### config.mk
export PLATFORM = sky130hd
export DESIGN_NAME = ldpc_sched_flat
export DESIGN_NICKNAME = d
export VERILOG_FILES = /design/src/rtl/ldpc_sched_if.sv /design/src/rtl/ldpc_sched.sv /design/src/flat_wrapper.sv
export SDC_FILE = /design/constraint.sdc
export NUM_CORES = 1
export LEC_CHECK = 0
export CAP_MARGIN = 20
export CORE_MARGIN = 3
export CORE_UTILIZATION = 45
export DETAILED_ROUTE_END_ITERATION = 10
export PLACE_DENSITY = 0.7
export SLEW_MARGIN = 20
export SYNTH_ARGS = -nofsm -noshare
export SYNTH_HDL_FRONTEND = slang
export SYNTH_SLANG_ARGS = --single-unit
### constraint.sdc
create_clock -name clk -period 3.4 [get_ports clk]
set_input_delay 0.68 -clock clk [delete_from_list [all_inputs] [get_ports clk]]
set_output_delay 0.68 -clock clk [all_outputs]
set_load 0.02 [all_outputs]
### src/rtl/ldpc_sched_if.sv
// Bundled source, decoder and output-side signals of the LDPC frame scheduler.
// The scheduler connects through the slave view; the bench or upstream logic uses the master view.
interface ldpc_sched_if #(
   parameter int D_WID = 6,
   parameter int CNT_W = 16
);
   logic             enable;
   logic             cfg_rate;
   logic [4:0]       cfg_max_iter;
   logic             src_vld;
   logic [D_WID-1:0] src_data;
   logic             src_rdy;
   logic [D_WID-1:0] dec_data_in;
   logic             dec_sync_in;
   logic             dec_rate;
   logic [4:0]       dec_max_iter;
   logic             dec_data_out;
   logic             dec_sync_out;
   logic             dec_busy;
   logic [4:0]       dec_num_iter;
   logic             out_data;
   logic             out_vld;
   logic             out_sof;
   logic             out_eof;
   logic             frame_done;
   logic [4:0]       last_iter;
   logic [CNT_W-1:0] frame_cnt;
   logic [CNT_W-1:0] fail_cnt;
   logic             err_gap;

   modport slave (
      input  enable, cfg_rate, cfg_max_iter, src_vld, src_data,
             dec_data_out, dec_sync_out, dec_busy, dec_num_iter,
      output src_rdy, dec_data_in, dec_sync_in, dec_rate, dec_max_iter,
             out_data, out_vld, out_sof, out_eof, frame_done, last_iter,
             frame_cnt, fail_cnt, err_gap
   );

   modport master (
      output enable, cfg_rate, cfg_max_iter, src_vld, src_data,
             dec_data_out, dec_sync_out, dec_busy, dec_num_iter,
      input  src_rdy, dec_data_in, dec_sync_in, dec_rate, dec_max_iter,
             out_data, out_vld, out_sof, out_eof, frame_done, last_iter,
             frame_cnt, fail_cnt, err_gap
   );
endinterface

### src/rtl/ldpc_sched.sv
// LDPC frame scheduler: feeds one contiguous codeword of soft samples to the decoder,
// frames the decoded bit stream and keeps per-frame statistics.
module ldpc_sched #(
   parameter int FRAME_LEN = 9216,
   parameter int D_WID     = 6,
   parameter int CNT_W     = 16
) (
   input  logic          clk,
   input  logic          rst,
   ldpc_sched_if.slave   bus
);
   localparam int SMP_W = $clog2(FRAME_LEN + 1);
   localparam logic [SMP_W-1:0] LAST_SMP = SMP_W'(FRAME_LEN);
   localparam logic [SMP_W-1:0] K_R0     = SMP_W'(FRAME_LEN / 2);
   localparam logic [SMP_W-1:0] K_R1     = SMP_W'(FRAME_LEN * 3 / 4);

   typedef enum logic [1:0] {IDLE, LOAD, DECODE, FLUSH} state_t;
   typedef struct packed {
      logic       rate;
      logic [4:0] max_iter;
   } cfg_t;

   state_t           state_q, state_d;
   cfg_t             cfg_q, cfg_d;
   logic [SMP_W-1:0] smp_cnt_q, smp_cnt_d;
   logic [SMP_W-1:0] bit_cnt_q, bit_cnt_d;
   logic             sync_in_q, sync_in_d;
   logic [D_WID-1:0] data_in_q, data_in_d;
   logic             out_vld_q, out_vld_d;
   logic             out_data_q, out_data_d;
   logic             out_sof_q, out_sof_d;
   logic             out_eof_q, out_eof_d;
   logic             frame_done_q, frame_done_d;
   logic [4:0]       last_iter_q, last_iter_d;
   logic [CNT_W-1:0] frame_cnt_q, frame_cnt_d;
   logic [CNT_W-1:0] fail_cnt_q, fail_cnt_d;
   logic             err_gap_q, err_gap_d;
   logic             src_rdy, accept, last_bit;
   logic [SMP_W-1:0] k_bits;

   always_comb begin
      state_d      = state_q;
      cfg_d        = cfg_q;
      smp_cnt_d    = smp_cnt_q;
      bit_cnt_d    = bit_cnt_q;
      out_vld_d    = 1'b0;
      out_data_d   = 1'b0;
      out_sof_d    = 1'b0;
      out_eof_d    = 1'b0;
      frame_done_d = 1'b0;
      last_iter_d  = last_iter_q;
      frame_cnt_d  = frame_cnt_q;
      fail_cnt_d   = fail_cnt_q;
      err_gap_d    = err_gap_q;
      src_rdy      = 1'b0;
      k_bits       = cfg_q.rate ? K_R1 : K_R0;
      last_bit     = (bit_cnt_q + SMP_W'(1)) == k_bits;

      case (state_q)
         IDLE: begin
            src_rdy = bus.enable & ~bus.dec_busy;
            if (src_rdy && bus.src_vld) begin
               cfg_d     = '{rate: bus.cfg_rate, max_iter: bus.cfg_max_iter};
               smp_cnt_d = SMP_W'(1);
               bit_cnt_d = '0;
               state_d   = LOAD;
            end
         end
         LOAD: begin
            src_rdy = 1'b1;
            if (bus.src_vld) begin
               smp_cnt_d = smp_cnt_q + SMP_W'(1);
               if (smp_cnt_d == LAST_SMP) state_d = DECODE;
            end else begin
               // The decoder needs an unbroken frame, so a hole aborts it.
               err_gap_d = 1'b1;
               state_d   = FLUSH;
            end
         end
         DECODE: begin
            if (bus.dec_sync_out) begin
               bit_cnt_d  = bit_cnt_q + SMP_W'(1);
               out_vld_d  = 1'b1;
               out_data_d = bus.dec_data_out;
               out_sof_d  = (bit_cnt_q == '0);
               if (last_bit) begin
                  out_eof_d    = 1'b1;
                  frame_done_d = 1'b1;
                  last_iter_d  = bus.dec_num_iter;
                  frame_cnt_d  = (&frame_cnt_q) ? frame_cnt_q : frame_cnt_q + CNT_W'(1);
                  if (bus.dec_num_iter >= cfg_q.max_iter)
                     fail_cnt_d = (&fail_cnt_q) ? fail_cnt_q : fail_cnt_q + CNT_W'(1);
                  state_d = IDLE;
               end
            end
         end
         FLUSH: begin
            if (!bus.dec_busy) state_d = IDLE;
         end
         default: state_d = IDLE;
      endcase

      accept    = src_rdy & bus.src_vld;
      sync_in_d = accept;
      data_in_d = accept ? bus.src_data : '0;
   end

   always_ff @(posedge clk or posedge rst) begin
      if (rst) begin
         state_q      <= IDLE;
         cfg_q        <= '0;
         smp_cnt_q    <= '0;
         bit_cnt_q    <= '0;
         sync_in_q    <= 1'b0;
         data_in_q    <= '0;
         out_vld_q    <= 1'b0;
         out_data_q   <= 1'b0;
         out_sof_q    <= 1'b0;
         out_eof_q    <= 1'b0;
         frame_done_q <= 1'b0;
         last_iter_q  <= '0;
         frame_cnt_q  <= '0;
         fail_cnt_q   <= '0;
         err_gap_q    <= 1'b0;
      end else begin
         state_q      <= state_d;
         cfg_q        <= cfg_d;
         smp_cnt_q    <= smp_cnt_d;
         bit_cnt_q    <= bit_cnt_d;
         sync_in_q    <= sync_in_d;
         data_in_q    <= data_in_d;
         out_vld_q    <= out_vld_d;
         out_data_q   <= out_data_d;
         out_sof_q    <= out_sof_d;
         out_eof_q    <= out_eof_d;
         frame_done_q <= frame_done_d;
         last_iter_q  <= last_iter_d;
         frame_cnt_q  <= frame_cnt_d;
         fail_cnt_q   <= fail_cnt_d;
         err_gap_q    <= err_gap_d;
      end
   end

   assign bus.src_rdy      = src_rdy;
   assign bus.dec_data_in  = data_in_q;
   assign bus.dec_sync_in  = sync_in_q;
   assign bus.dec_rate     = cfg_q.rate;
   assign bus.dec_max_iter = cfg_q.max_iter;
   assign bus.out_data     = out_data_q;
   assign bus.out_vld      = out_vld_q;
   assign bus.out_sof      = out_sof_q;
   assign bus.out_eof      = out_eof_q;
   assign bus.frame_done   = frame_done_q;
   assign bus.last_iter    = last_iter_q;
   assign bus.frame_cnt    = frame_cnt_q;
   assign bus.fail_cnt     = fail_cnt_q;
   assign bus.err_gap      = err_gap_q;
endmodule

### src/flat_wrapper.sv
// flat-port wrapper written by rule: the top's interface ports become plain ports
module ldpc_sched_flat 
#(
   parameter int FRAME_LEN = 9216,
   parameter int D_WID     = 6,
   parameter int CNT_W     = 16
)
  (clk, rst, bus_enable, bus_cfg_rate, bus_cfg_max_iter, bus_src_vld, bus_src_data, bus_dec_data_out, bus_dec_sync_out, bus_dec_busy, bus_dec_num_iter, bus_src_rdy, bus_dec_data_in, bus_dec_sync_in, bus_dec_rate, bus_dec_max_iter, bus_out_data, bus_out_vld, bus_out_sof, bus_out_eof, bus_frame_done, bus_last_iter, bus_frame_cnt, bus_fail_cnt, bus_err_gap);
  ldpc_sched_if #(.D_WID(D_WID), .CNT_W(CNT_W)) bus_i ();
  input  logic clk;
  input  logic rst;
  input wire logic [$bits(bus_i.enable)-1:0] bus_enable;
  input wire logic [$bits(bus_i.cfg_rate)-1:0] bus_cfg_rate;
  input wire logic [$bits(bus_i.cfg_max_iter)-1:0] bus_cfg_max_iter;
  input wire logic [$bits(bus_i.src_vld)-1:0] bus_src_vld;
  input wire logic [$bits(bus_i.src_data)-1:0] bus_src_data;
  input wire logic [$bits(bus_i.dec_data_out)-1:0] bus_dec_data_out;
  input wire logic [$bits(bus_i.dec_sync_out)-1:0] bus_dec_sync_out;
  input wire logic [$bits(bus_i.dec_busy)-1:0] bus_dec_busy;
  input wire logic [$bits(bus_i.dec_num_iter)-1:0] bus_dec_num_iter;
  output wire logic [$bits(bus_i.src_rdy)-1:0] bus_src_rdy;
  output wire logic [$bits(bus_i.dec_data_in)-1:0] bus_dec_data_in;
  output wire logic [$bits(bus_i.dec_sync_in)-1:0] bus_dec_sync_in;
  output wire logic [$bits(bus_i.dec_rate)-1:0] bus_dec_rate;
  output wire logic [$bits(bus_i.dec_max_iter)-1:0] bus_dec_max_iter;
  output wire logic [$bits(bus_i.out_data)-1:0] bus_out_data;
  output wire logic [$bits(bus_i.out_vld)-1:0] bus_out_vld;
  output wire logic [$bits(bus_i.out_sof)-1:0] bus_out_sof;
  output wire logic [$bits(bus_i.out_eof)-1:0] bus_out_eof;
  output wire logic [$bits(bus_i.frame_done)-1:0] bus_frame_done;
  output wire logic [$bits(bus_i.last_iter)-1:0] bus_last_iter;
  output wire logic [$bits(bus_i.frame_cnt)-1:0] bus_frame_cnt;
  output wire logic [$bits(bus_i.fail_cnt)-1:0] bus_fail_cnt;
  output wire logic [$bits(bus_i.err_gap)-1:0] bus_err_gap;
  assign bus_i.enable = bus_enable;
  assign bus_i.cfg_rate = bus_cfg_rate;
  assign bus_i.cfg_max_iter = bus_cfg_max_iter;
  assign bus_i.src_vld = bus_src_vld;
  assign bus_i.src_data = bus_src_data;
  assign bus_i.dec_data_out = bus_dec_data_out;
  assign bus_i.dec_sync_out = bus_dec_sync_out;
  assign bus_i.dec_busy = bus_dec_busy;
  assign bus_i.dec_num_iter = bus_dec_num_iter;
  assign bus_src_rdy = bus_i.src_rdy;
  assign bus_dec_data_in = bus_i.dec_data_in;
  assign bus_dec_sync_in = bus_i.dec_sync_in;
  assign bus_dec_rate = bus_i.dec_rate;
  assign bus_dec_max_iter = bus_i.dec_max_iter;
  assign bus_out_data = bus_i.out_data;
  assign bus_out_vld = bus_i.out_vld;
  assign bus_out_sof = bus_i.out_sof;
  assign bus_out_eof = bus_i.out_eof;
  assign bus_frame_done = bus_i.frame_done;
  assign bus_last_iter = bus_i.last_iter;
  assign bus_frame_cnt = bus_i.frame_cnt;
  assign bus_fail_cnt = bus_i.fail_cnt;
  assign bus_err_gap = bus_i.err_gap;
  ldpc_sched #(.FRAME_LEN(FRAME_LEN), .D_WID(D_WID), .CNT_W(CNT_W)) u_core (.clk(clk), .rst(rst), .bus(bus_i));
endmodule
; Yosys cells after proc, flatten, opt, wreduce, memory -nomap -nowiden
; Cells that the tools add are included.
[totals]
ff_bits = 85
wordCells = 77
output_inout_bits = 57
[op_classes]
n_reduce_logical = 15
n_lt_le_gt_ge = 1
n_bitwise = 6
eq_ne = 11
muxes = 25
addsub = 4
[ops]
columns = cell, n
row1 = 14-bit two-way mux, 4
row2 = 14-bit case mux with 2 select lines, 2
row3 = 16-bit by 1-bit adder with 16-bit output (second input constant), 2
row4 = 16-bit AND reduction, 2
row5 = 14-bit by 1-bit adder with 14-bit output (second input constant), 2
row6 = 14-bit == test, 1
row7 = 14-bit == test (second input constant), 1
row8 = 14-bit logical NOT, 1
row9 = 12-bit two-way mux, 1
row10 = 2-bit two-way mux, 6
row11 = 5-bit AND reduction, 2
row12 = 1-bit two-way mux, 9
row13 = 3-bit AND reduction, 3
row14 = 2-bit case mux with 4 select lines, 1
row15 = 6-bit two-way mux, 1
row16 = 2-bit inequality test (second input constant), 3
row17 = 5-bit greater-or-equal comparator, 1
row18 = 2-bit == test (second input constant), 2
row19 = 2-bit by 1-bit inequality test with 1-bit output (second input constant), 2
row20 = 1-bit NOT, 4
row21 = 2-bit AND reduction, 2
row22 = 4-bit AND reduction, 1
row23 = 2-bit nonzero test, 2
row24 = 3-bit by 2-bit inequality test with 1-bit output (second input constant), 1
row25 = other kinds (5), 6

; Longest topological paths before layout
; Gate-level depths: netlist of the first run.
[depth]
word_depth = 5
depth_mapped = 10
depth_no_buf = 9

; Worst setup path before layout of the first run
; Ideal clock, no wire load.
[synth_timing]
path_type = register to register
start = register u_core.bit_cnt_q[0]
end = register u_core.last_iter_q[0] (netlist: u_core.bus.last_iter[0])
stages_incl_launch_ff = 9
synth_period_minus_slack_ns = 2.521
n_path_buf = 1
required_ns = 3.272
setup_slack_ns = 0.879
arrival_time_ns = 2.393
cell_sequence = dfrtp_1 > ha_1 > nand3_1 > o21a_1 > nor3_1 > mux2i_4 > nor4_4 > buf_2 > mux2_1
[synth_between]
elab_chain_len = 3
[synth_lines]
columns = element, line
row1 = from (decl), ldpc_sched.sv:26  ; logic [SMP_W-1:0] bit_cnt_q, bit_cnt_d;
row2 = from (signal assigned), ldpc_sched.sv:129  ; bit_cnt_q <= bit_cnt_d;
row3 = 14-bit by 1-bit adder with 14-bit output, ldpc_sched.sv:57  ; last_bit = (bit_cnt_q + SMP_W'(1)) == k_bits;
row4 = 14-bit == test, ldpc_sched.sv:57
row5 = 3-bit AND reduction (no line), --
row6 = to (signal assigned), ldpc_sched.sv:137  ; last_iter_q <= last_iter_d;
row7 = to (decl), ldpc_sched.sv:34  ; logic [4:0] last_iter_q, last_iter_d;
; No other way between the ends.
; A chain may end at the register's enable or synchronous reset.

; Final worst setup path of the first run
[layout_timing]
start = register u_core.bit_cnt_q[0]
end = register u_core.frame_cnt_q[1] (netlist: u_core.bus.frame_cnt[1])
[layout_between]
elab_chain_len = 3
[layout_lines]
columns = element, line
row1 = 14-bit by 1-bit adder with 14-bit output, ldpc_sched.sv:57
row2 = 14-bit == test, ldpc_sched.sv:57
row3 = 4-bit AND reduction (no line), --
row4 = to (signal assigned), ldpc_sched.sv:138  ; frame_cnt_q <= frame_cnt_d;
row5 = to (decl), ldpc_sched.sv:35  ; logic [CNT_W-1:0] frame_cnt_q, frame_cnt_d;
; No other way between the ends.

==> results of run 1 <==
## Yosys cell counts, drive strengths merged (8+ instances only)
cell type and n:
a31oi 9, and3 25, and4 8, buf 13, clkbuf 12, dfrtp 85, ha 12, inv 16
mux2 13, nand2 39, nand3 25, nand4 19, nor2 23, nor3 11, o21ai 37, xnor2 26
xor2 15
## final timing paths
path / endpoint / depth (start not counted) / start / slack (ns)
max: u_core.bus.frame_cnt[1] / 8 / u_core.bit_cnt_q[0] / 0.55
min in group asynchronous: u_core.bus.frame_cnt[0] / 2 / rst / 0.68
max reg2reg: u_core.bus.frame_cnt[1] / 8 / u_core.bit_cnt_q[0] / 0.55
min: u_core.bus.err_gap / 1 / u_core.bus.err_gap / 0.49
min reg2reg: u_core.bus.err_gap / 1 / u_core.bus.err_gap / 0.49
max in group asynchronous: u_core.bus.out_sof / 3 / rst / 2.06
## final cells by class
type                    count  area, sq um  share of cell area
repair buffers             88          873               0.155
inverters                  16         61.3              0.0109
well taps                 133          166              0.0295
flip-flops and latches     85         2130               0.378
multi-input cells         325         2210               0.393
clock inverters             6         53.8             0.00955
clock buffers              10          138              0.0244
## metrics by stage
step           total power (uW)  hold slack [ns]
6_report                   2750            0.485
3_3_place_gp               2050            0.458
4_1_cts                    2770            0.487
2_1_floorplan              1760            0.484
3_5_place_dp               2070            0.460
5_1_grt                    2940            0.506
## layout by cell type (no fill, tap or decap), types with 2 or more instances in the layout
cell	instances
o21a_1	2
nand2b_1	7
mux2_1	3
clkinv_4	2
a22o_1	4
dfrtp_1	85
a31o_1	2
and2_1	3
nor3b_1	3
and3_1	25
nor4_1	3
nor4b_1	2
nor2b_1	2
nand3_1	19
nand4_1	19
o21ai_0	37
o31ai_1	4
clkdlybuf4s50_1	80
a31oi_1	9
nand2_1	39
nor2_1	23
nand3_2	6
clkbuf_8	10
mux2_2	10
nor3_1	9
xnor2_1	26
and4_1	8
inv_6	2
ha_1	12
xor2_1	15
inv_1	15
buf_4	7
nor3_2	2
a21oi_1	6
## kinds of logic (layout without fill, tap and decap cells)
kind of cell,count (synthesis),in the layout,synth area share
compound gates,74,74,0.0990
xor+xnor,41,41,0.0790
fa+ha+maj,12,12,0.0330
buf+inv,41,120,0.0454
flops,85,85,0.468
mux,15,15,0.0393
simple gates,183,183,0.237
## state kept, by name (all words and copies together) (netlist names)
register and count:
u_core.bus.dec_max_iter 5, u_core.bus.out_data 1, u_core.bus.frame_cnt 16, u_core.smp_cnt_q 14, u_core.bus.out_sof 1, u_core.bus.last_iter 5
u_core.bus.dec_sync_in 1, u_core.bus.fail_cnt 16, u_core.bus.dec_data_in 6, u_core.bus.out_eof 1, u_core.bus.err_gap 1, u_core.bit_cnt_q 14
u_core.state_q 2, u_core.bus.dec_rate 1, u_core.bus.out_vld 1
## routing by layer
layer  global-route usage  vias to the layer above  share of wire
li1                     -                     1765              -
met1                0.254                     1754           0.46
met2                0.310                       61           0.49
met3               0.0364                       16          0.029
met4               0.0621                        0          0.017
met5                    0                        -              0
## power breakdown
part / total [uW] / switching (uW) / leakage [uW] / internal (uW)
combinational: 783 / 421 / 0.00123 / 363
sequential: 1270 / 146 / 0.00116 / 1120
clock: 699 / 400 / 0.0000954 / 299
## worst register-to-register path, delay by kind of cell, from the launching register on
family                   cells  cell delay [ns]
multiplexers                 2             0.63
AND/OR/NAND/NOR              4             1.06
buffers and inverters        1             0.28
flip-flops                   1             0.48
adder cells (fa/ha/maj)      1             0.31
==> results.json, run 1 <==
{
  "synth.distinct_cells": 60,
  "cts_buffer_depth": 2,
  "dieWidth_microns": 107,
  "grt_overflow": 0,
  "hp-class": "flop to flop",
  "crit_type": "flop to flop",
  "crit_path_max_incr_delay_ns": 0.48,
  "path_max_fanout": 15,
  "clkLatencyLatePin_ns": 0.36,
  "areaGrowthSynthToFinish_pct": 23.9,
  "yosysSeqAreaShare": 0.468,
  "hold_viol": 0,
  "startpoint_type": "flop",
  "drc": 0,
  "cts.sinks": 85,
  "ys_ff_latch": 85,
  "utilization": 0.574,
  "yosysTopAreaCell": "dfrtp_1",
  "cpMaxStageDelayCell": "dfrtp_1",
  "io_buffers": 80,
  "syn_inst": 451,
  "antenna_cells": 0,
  "fin_nets": 561,
  "final_cells": 663,
  "critPathBufInv": 1,
  "coreArea_sq_um": 9820,
  "wl_mm": 10.2,
  "final_area_sq_um": 5630,
  "vdd_ir_drop_max_v": 0.000301,
  "worstMarginPinSlew_ns": 0.750,
  "placedCellCount": 647,
  "synth_area_leaders": "dfrtp_1 (47%), xnor2_1 (5.0%), o21ai_0 (4.1%), and3_1 (3.4%), ha_1 (3.3%)",
  "first_pass_iters": 4,
  "grt_pass1_vias": 3498,
  "cts_setup_buffers": 0,
  "grt_max_degree": 55,
  "n_fill_cell": 891,
  "avgSynthCellArea_sq_um": 10.1,
  "yosysTopAreaCellShare": 0.468,
  "root_buffer": "clkbuf_8",
  "start_util": 0.463,
  "relSlewSlack": 0.500,
  "ctsHoldBuffers": 0,
  "fin_crit_ns": 2.85,
  "power_density_nw_per_um2": 488,
  "crit_chain": "ha_1 > nand3_1 > nor3_1 > mux2i_1 > and4b_1 > nor4bb_4 > buf_4 > mux2_2",
  "cts_max_level": 3,
  "rows": 36,
  "die-area_sq_um": 11300,
  "fin_tns_setup_ns": 0,
  "clock_skew_ns": 0.0139,
  "antenna_found_initial": 0,
  "num_vias": 3596,
  "worstSetupEndpointType": "flop",
  "drtIter0Drc": 154,
  "synthArstFlopShare": 1.00,
  "syn_nets": 487,
  "cts_buffers": 9,
  "drv_cap": 0,
  "place_ws_ns": 0.451,
  "critPathArrivalTime_ns": 3.10,
  "ioPinCount": 81,
  "die_y_microns": 107,
  "placed_area_sq_um": 5440,
  "place_hpwl_mm": 7.49,
  "crit_required_ns": 3.65,
  "maxSlewViolCount": 0,
  "timing.fmax_ghz": 0.351,
  "cpLargestDelayFamily": "simple AND/OR/NAND/NOR gates",
  "min_period_over_period": 0.838,
  "drive_gt1_frac": 0.0981,
  "rsz0062_at_grt": "false",
  "yosysWarnings": 0,
  "syn-cell-area_sq_um": 4550,
  "cts_resized": 0,
  "setup-violations-final": 0,
  "clkTransAtPathRegs_ns": 0.09,
  "status": "finished, final reports clean",
  "grt_usage": 0.189,
  "grt_first_pass_wirelength_mm": 17.4,
  "setup_ws_ns": 0.550,
  "wire_per_inst_microns": 15.4,
  "synth-edff-count": 0,
  "routabilityCongestion": 0.827,
  "cts_tree": "built",
  "ys.flop_type": "dfrtp_1",
  "drt-vias-per-instance": 5.42,
  "leakage_uw": 0.00248,
  "ant_nets": 0
}
Power figures use the tool's default switching activity.
==> run 2: changes to the inputs <==
clock period = 2.88 ns   (was 3.4 ns; I/O delays follow)
==> results.json, run 2 (same netlist as run 1, synthesis figures left out) <==
{
  "status": "finished, final reports clean",
  "clkLatencyLatePin_ns": 0.38,
  "rsz0062_at_grt": "false",
  "start_util": 0.463,
  "grt_max_degree": 65,
  "coreArea_sq_um": 9820,
  "rr_worst_depth": 8,
  "hp-class": "flop to flop",
  "cts_setup_buffers": 0,
  "root_buffer": "clkbuf_8",
  "crit_start": "u_core.bit_cnt_q[1]",
  "drt-met1-wl_mm": 4.45,
  "cts_buffer_depth": 2,
  "die-area_sq_um": 11300,
  "power_density_nw_per_um2": 603,
  "timing.rr.end": "u_core.bus.frame_cnt[1]",
  "antenna_found_initial": 0,
  "relSlewSlack": 0.494,
  "place_hpwl_mm": 7.25,
  "grt_overflow": 0,
  "final_cell_mix": "dfrtp_1 (85), clkdlybuf4s50_1 (80), nand2_1 (39), o21ai_0 (37), xnor2_1 (26)",
  "fin_crit_ns": 2.66,
  "drtIter0Drc": 147,
  "die_y_microns": 107,
  "n_fill_cell": 885,
  "cts.sinks": 85,
  "timing.fmax_ghz": 0.376,
  "ant_nets": 0,
  "r2r-start": "u_core.bit_cnt_q[1]",
  "crit_required_ns": 3.14,
  "drv_cap": 0,
  "r2r_setup_slack_ns": 0.22,
  "leakage_uw": 0.00255,
  "vdd_ir_drop_max_v": 0.000336,
  "areaGrowthSynthToFinish_pct": 26.7,
  "hold_viol": 0,
  "top_layer_used": "met4",
  "fin_nets": 570,
  "grt_usage": 0.190,
  "wl_met3_microns": 404,
  "crit_end": "u_core.bus.frame_cnt[1]",
  "cts_tree": "built",
  "critPathArrivalTime_ns": 2.92,
  "io_buffers": 80,
  "routabilityCongestion": 0.884,
  "drive_gt1_frac": 0.111,
  "wl_mm": 10.0,
  "grt_first_pass_wirelength_mm": 17.2,
  "ff_latch_area_sq_um": 2130,
  "setup-violations-final": 0,
  "cts_max_level": 3,
  "clock_skew_ns": 0.00845,
  "cts_resized": 0,
  "wire_per_inst_microns": 14.9,
  "worstMarginPinSlew_ns": 0.758,
  "worstSetupEndpointType": "flop",
  "crit_type": "flop to flop",
  "antenna_cells": 0,
  "fin_tns_setup_ns": 0,
  "final_cells": 672,
  "cts_buffers": 9,
  "grt_pass1_vias": 3650,
  "hold_ws_ns": 0.481,
  "path_max_fanout": 15,
  "maxSlewViolCount": 0,
  "placedCellCount": 656,
  "startpoint_type": "flop",
  "report.power.total_uw": 3470,
  "ctsHoldBuffers": 0,
  "min_period_over_period": 0.923,
  "rows": 36,
  "final_common_cell": "dfrtp_1",
  "first_pass_iters": 4,
  "ioPinCount": 81,
  "num_vias": 3640,
  "clkTransAtPathRegs_ns": 0.09,
  "drt-vias-per-instance": 5.42,
  "routed-wl-met2_mm": 4.97,
  "drc": 0,
  "dieWidth_microns": 107,
  "multi_input_area_sq_um": 2210
}
## run 2: worst min-delay path by stage
stage,cells past startpoint,endpoint,from
2_1_floorplan,1,u_core.smp_cnt_q[13],u_core.smp_cnt_q[13]
3_3_place_gp,1,u_core.bus.err_gap,u_core.bus.err_gap
3_5_place_dp,1,u_core.bus.err_gap,u_core.bus.err_gap
4_1_cts,1,u_core.bus.err_gap,u_core.bus.err_gap
5_1_grt,1,u_core.bus.err_gap,u_core.bus.err_gap
6_report,1,u_core.bus.err_gap,u_core.bus.err_gap
## run 2: critical path, cell delays in order (launching register included)
cell and delay (ns):
dfrtp_1 0.44, ha_1 0.21, nand3_1 0.17, nor3_1 0.38
mux2i_1 0.27, and4b_1 0.24, nor4bb_4 0.30, buf_12 0.19
mux2_2 0.33
## run 2: final cells by class
class,count,area share
Inverter,16,0.0106
Sequential cell,85,0.369
Clock inverter,6,0.0193
Multi-Input combinational cell,325,0.384
Timing Repair Buffer,97,0.165
Clock buffer,10,0.0221
Tap cell,133,0.0289
## run 2: power by group
group,switching (uW),internal (uW)
Sequential,146,1320
Clock,442,576
Combinational,525,461
## run 2: stage by stage
step	utilization	area, sq um	worst slack, ns
floorplan	-	4550	0.111
global placement	0.562	5520	0.155
detailed placement	0.562	5520	0.0935
CTS	0.587	5760	0.229
global route	0.587	5760	0.0247
finish	0.587	5760	0.222
## run 2: metal layers
layer	vias to the layer above	GRT usage
met1	1783	0.244
met4	0	0.0731
met3	21	0.0565
met2	57	0.302
li1	1779	-
met5	-	0
==> run 3: changes to the inputs <==
GPL_ROUTABILITY_DRIVEN = 0   (was not set)
SETUP_SLACK_MARGIN = 0.4   (was not set)
==> results.json, run 3 (same netlist as run 1, synthesis figures left out) <==
{
  "cts_tree": "built",
  "cts_buffer_depth": 2,
  "grt_overflow": 0,
  "grt_first_pass_wirelength_mm": 18.0,
  "grt_usage": 0.198,
  "root_buffer": "clkbuf_8",
  "r2r-start": "u_core.bit_cnt_q[5]",
  "fin_nets": 594,
  "multi_input_area_sq_um": 2540,
  "r2r_setup_slack_ns": 0.35,
  "leakage_uw": 0.00287,
  "timing.rr.end": "u_core.bus.frame_cnt[1]",
  "dieWidth_microns": 107,
  "final_area_sq_um": 6330,
  "die-area_sq_um": 11300,
  "ff_latch_area_sq_um": 2140,
  "wl_mm": 11.6,
  "clock_skew_ns": 0.00680,
  "hold_ws_ns": 0.479,
  "hold_viol": 0,
  "drv_cap": 0,
  "grt_pass1_vias": 3703,
  "setup_ws_ns": 0.351,
  "num_vias": 3853,
  "ant_nets": 0,
  "place_hpwl_mm": 7.64,
  "setup-violations-final": 0,
  "cts.sinks": 85,
  "n_fill_cell": 802,
  "min_period_over_period": 0.878,
  "power_density_nw_per_um2": 566,
  "drtIter0Drc": 141,
  "ioPinCount": 81,
  "cts_max_level": 3,
  "hold-path-cell-count": 1,
  "clkTransAtPathRegs_ns": 0.09,
  "crit_type": "flop to flop",
  "fin_tns_setup_ns": 0,
  "crit_required_ns": 3.13,
  "worstMarginPinSlew_ns": 0.749,
  "rr_worst_depth": 8,
  "first_pass_iters": 4,
  "drt-vias-per-instance": 5.54,
  "rsz0062_at_grt": "true",
  "utilization": 0.644,
  "antenna_cells": 0,
  "fin_crit_ns": 2.53,
  "path_max_fanout": 8,
  "placed_area_sq_um": 5580,
  "timing.fmax_ghz": 0.395,
  "status": "finished, final reports clean",
  "maxSlewViolCount": 0,
  "worstSetupEndpointType": "flop",
  "hp-class": "flop to flop",
  "vdd_ir_drop_max_v": 0.000333,
  "startpoint_type": "flop",
  "areaGrowthSynthToFinish_pct": 39.1,
  "start_util": 0.463,
  "rows": 36,
  "clkLatencyLatePin_ns": 0.36,
  "grt_max_degree": 30,
  "critPathArrivalTime_ns": 2.78,
  "die_y_microns": 107,
  "hold_start": "u_core.bus.err_gap",
  "final_cell_mix": "clkdlybuf4s50_1 (78), dfrtp_1 (78), nand2_1 (37), o21ai_0 (37), buf_4 (32)",
  "io_buffers": 80,
  "drc": 0,
  "drive_gt1_frac": 0.222,
  "coreArea_sq_um": 9820,
  "cts_buffers": 9,
  "relSlewSlack": 0.501,
  "worstHoldEndpoint": "u_core.bus.err_gap",
  "wire_per_inst_microns": 16.6,
  "antenna_found_initial": 0,
  "place_ws_ns": -0.0268
}
run 3: cell count changes in the layout (fill, tap and decap cells not counted), sizes merged:
cell           change
buf               +23
bufinv             -1
clkbuf             +2
clkdlybuf4s50      -2
clkinv             -2
clkinvlp           +2
dlygate4sd2        +1
dlymetal6s2s       +1
run 3: worst max path at each step:
stage,startpoint,to,cells past startpoint
finish,u_core.bit_cnt_q[5],u_core.bus.frame_cnt[1],8
global placement,bus_dec_num_iter[0],u_core.bus.fail_cnt[14],11
global route,u_core.bit_cnt_q[0],u_core.bus.fail_cnt[11],11
floorplan,u_core.bit_cnt_q[0],u_core.bus.last_iter[0],8
CTS,u_core.bit_cnt_q[7],u_core.bus.fail_cnt[1],7
detailed placement,bus_dec_num_iter[0],u_core.bus.fail_cnt[11],11
run 3: layout make-up:
cell class / instances / share of cell area
Clock inverter: 5 / 0.0132
Tap cell: 133 / 0.0263
Inverter: 16 / 0.0101
Sequential cell: 85 / 0.337
Timing Repair Buffer: 121 / 0.189
Clock buffer: 11 / 0.0223
Multi-Input combinational cell: 325 / 0.402
run 3: stage by stage:
step | total power (uW) | std cells
global route | 3790 | 696
finish | 3580 | 696
detailed placement | 2510 | 661
CTS | 3500 | 680
floorplan | 2080 | 451
global placement | 2480 | 661
run 3: worst max-delay path, stage by stage (launching register included):
cell	delay, ns
dfrtp_2	0.43
nand4_1	0.24
or4_4	0.50
a21oi_4	0.16
and4b_1	0.25
nor4bb_4	0.19
buf_4	0.19
buf_12	0.13
mux2_2	0.32
run 3: power by group:
group | internal, uW | switching [uW] | total, uW
Clock | 514 | 448 | 962
Combinational | 545 | 603 | 1150
Sequential | 1330 | 149 | 1470
run 3: timing repair:
action                                  in CTS  in global routing
buffers inserted                             3                 14
cloned                                       0                  2
resized for setup                           14                 62
hold buffers                                 0                  0
endpoints found under the setup margin      39                 39
pin swaps                                    4                 27
run 3: metal layers:
layer	track usage	vias to the layer above	share of wire
met1	0.262	1930	0.44
li1	-	1821	-
met2	0.332	82	0.51
met5	0	-	0
met3	0.0334	20	0.034
met4	0.0658	0	0.016
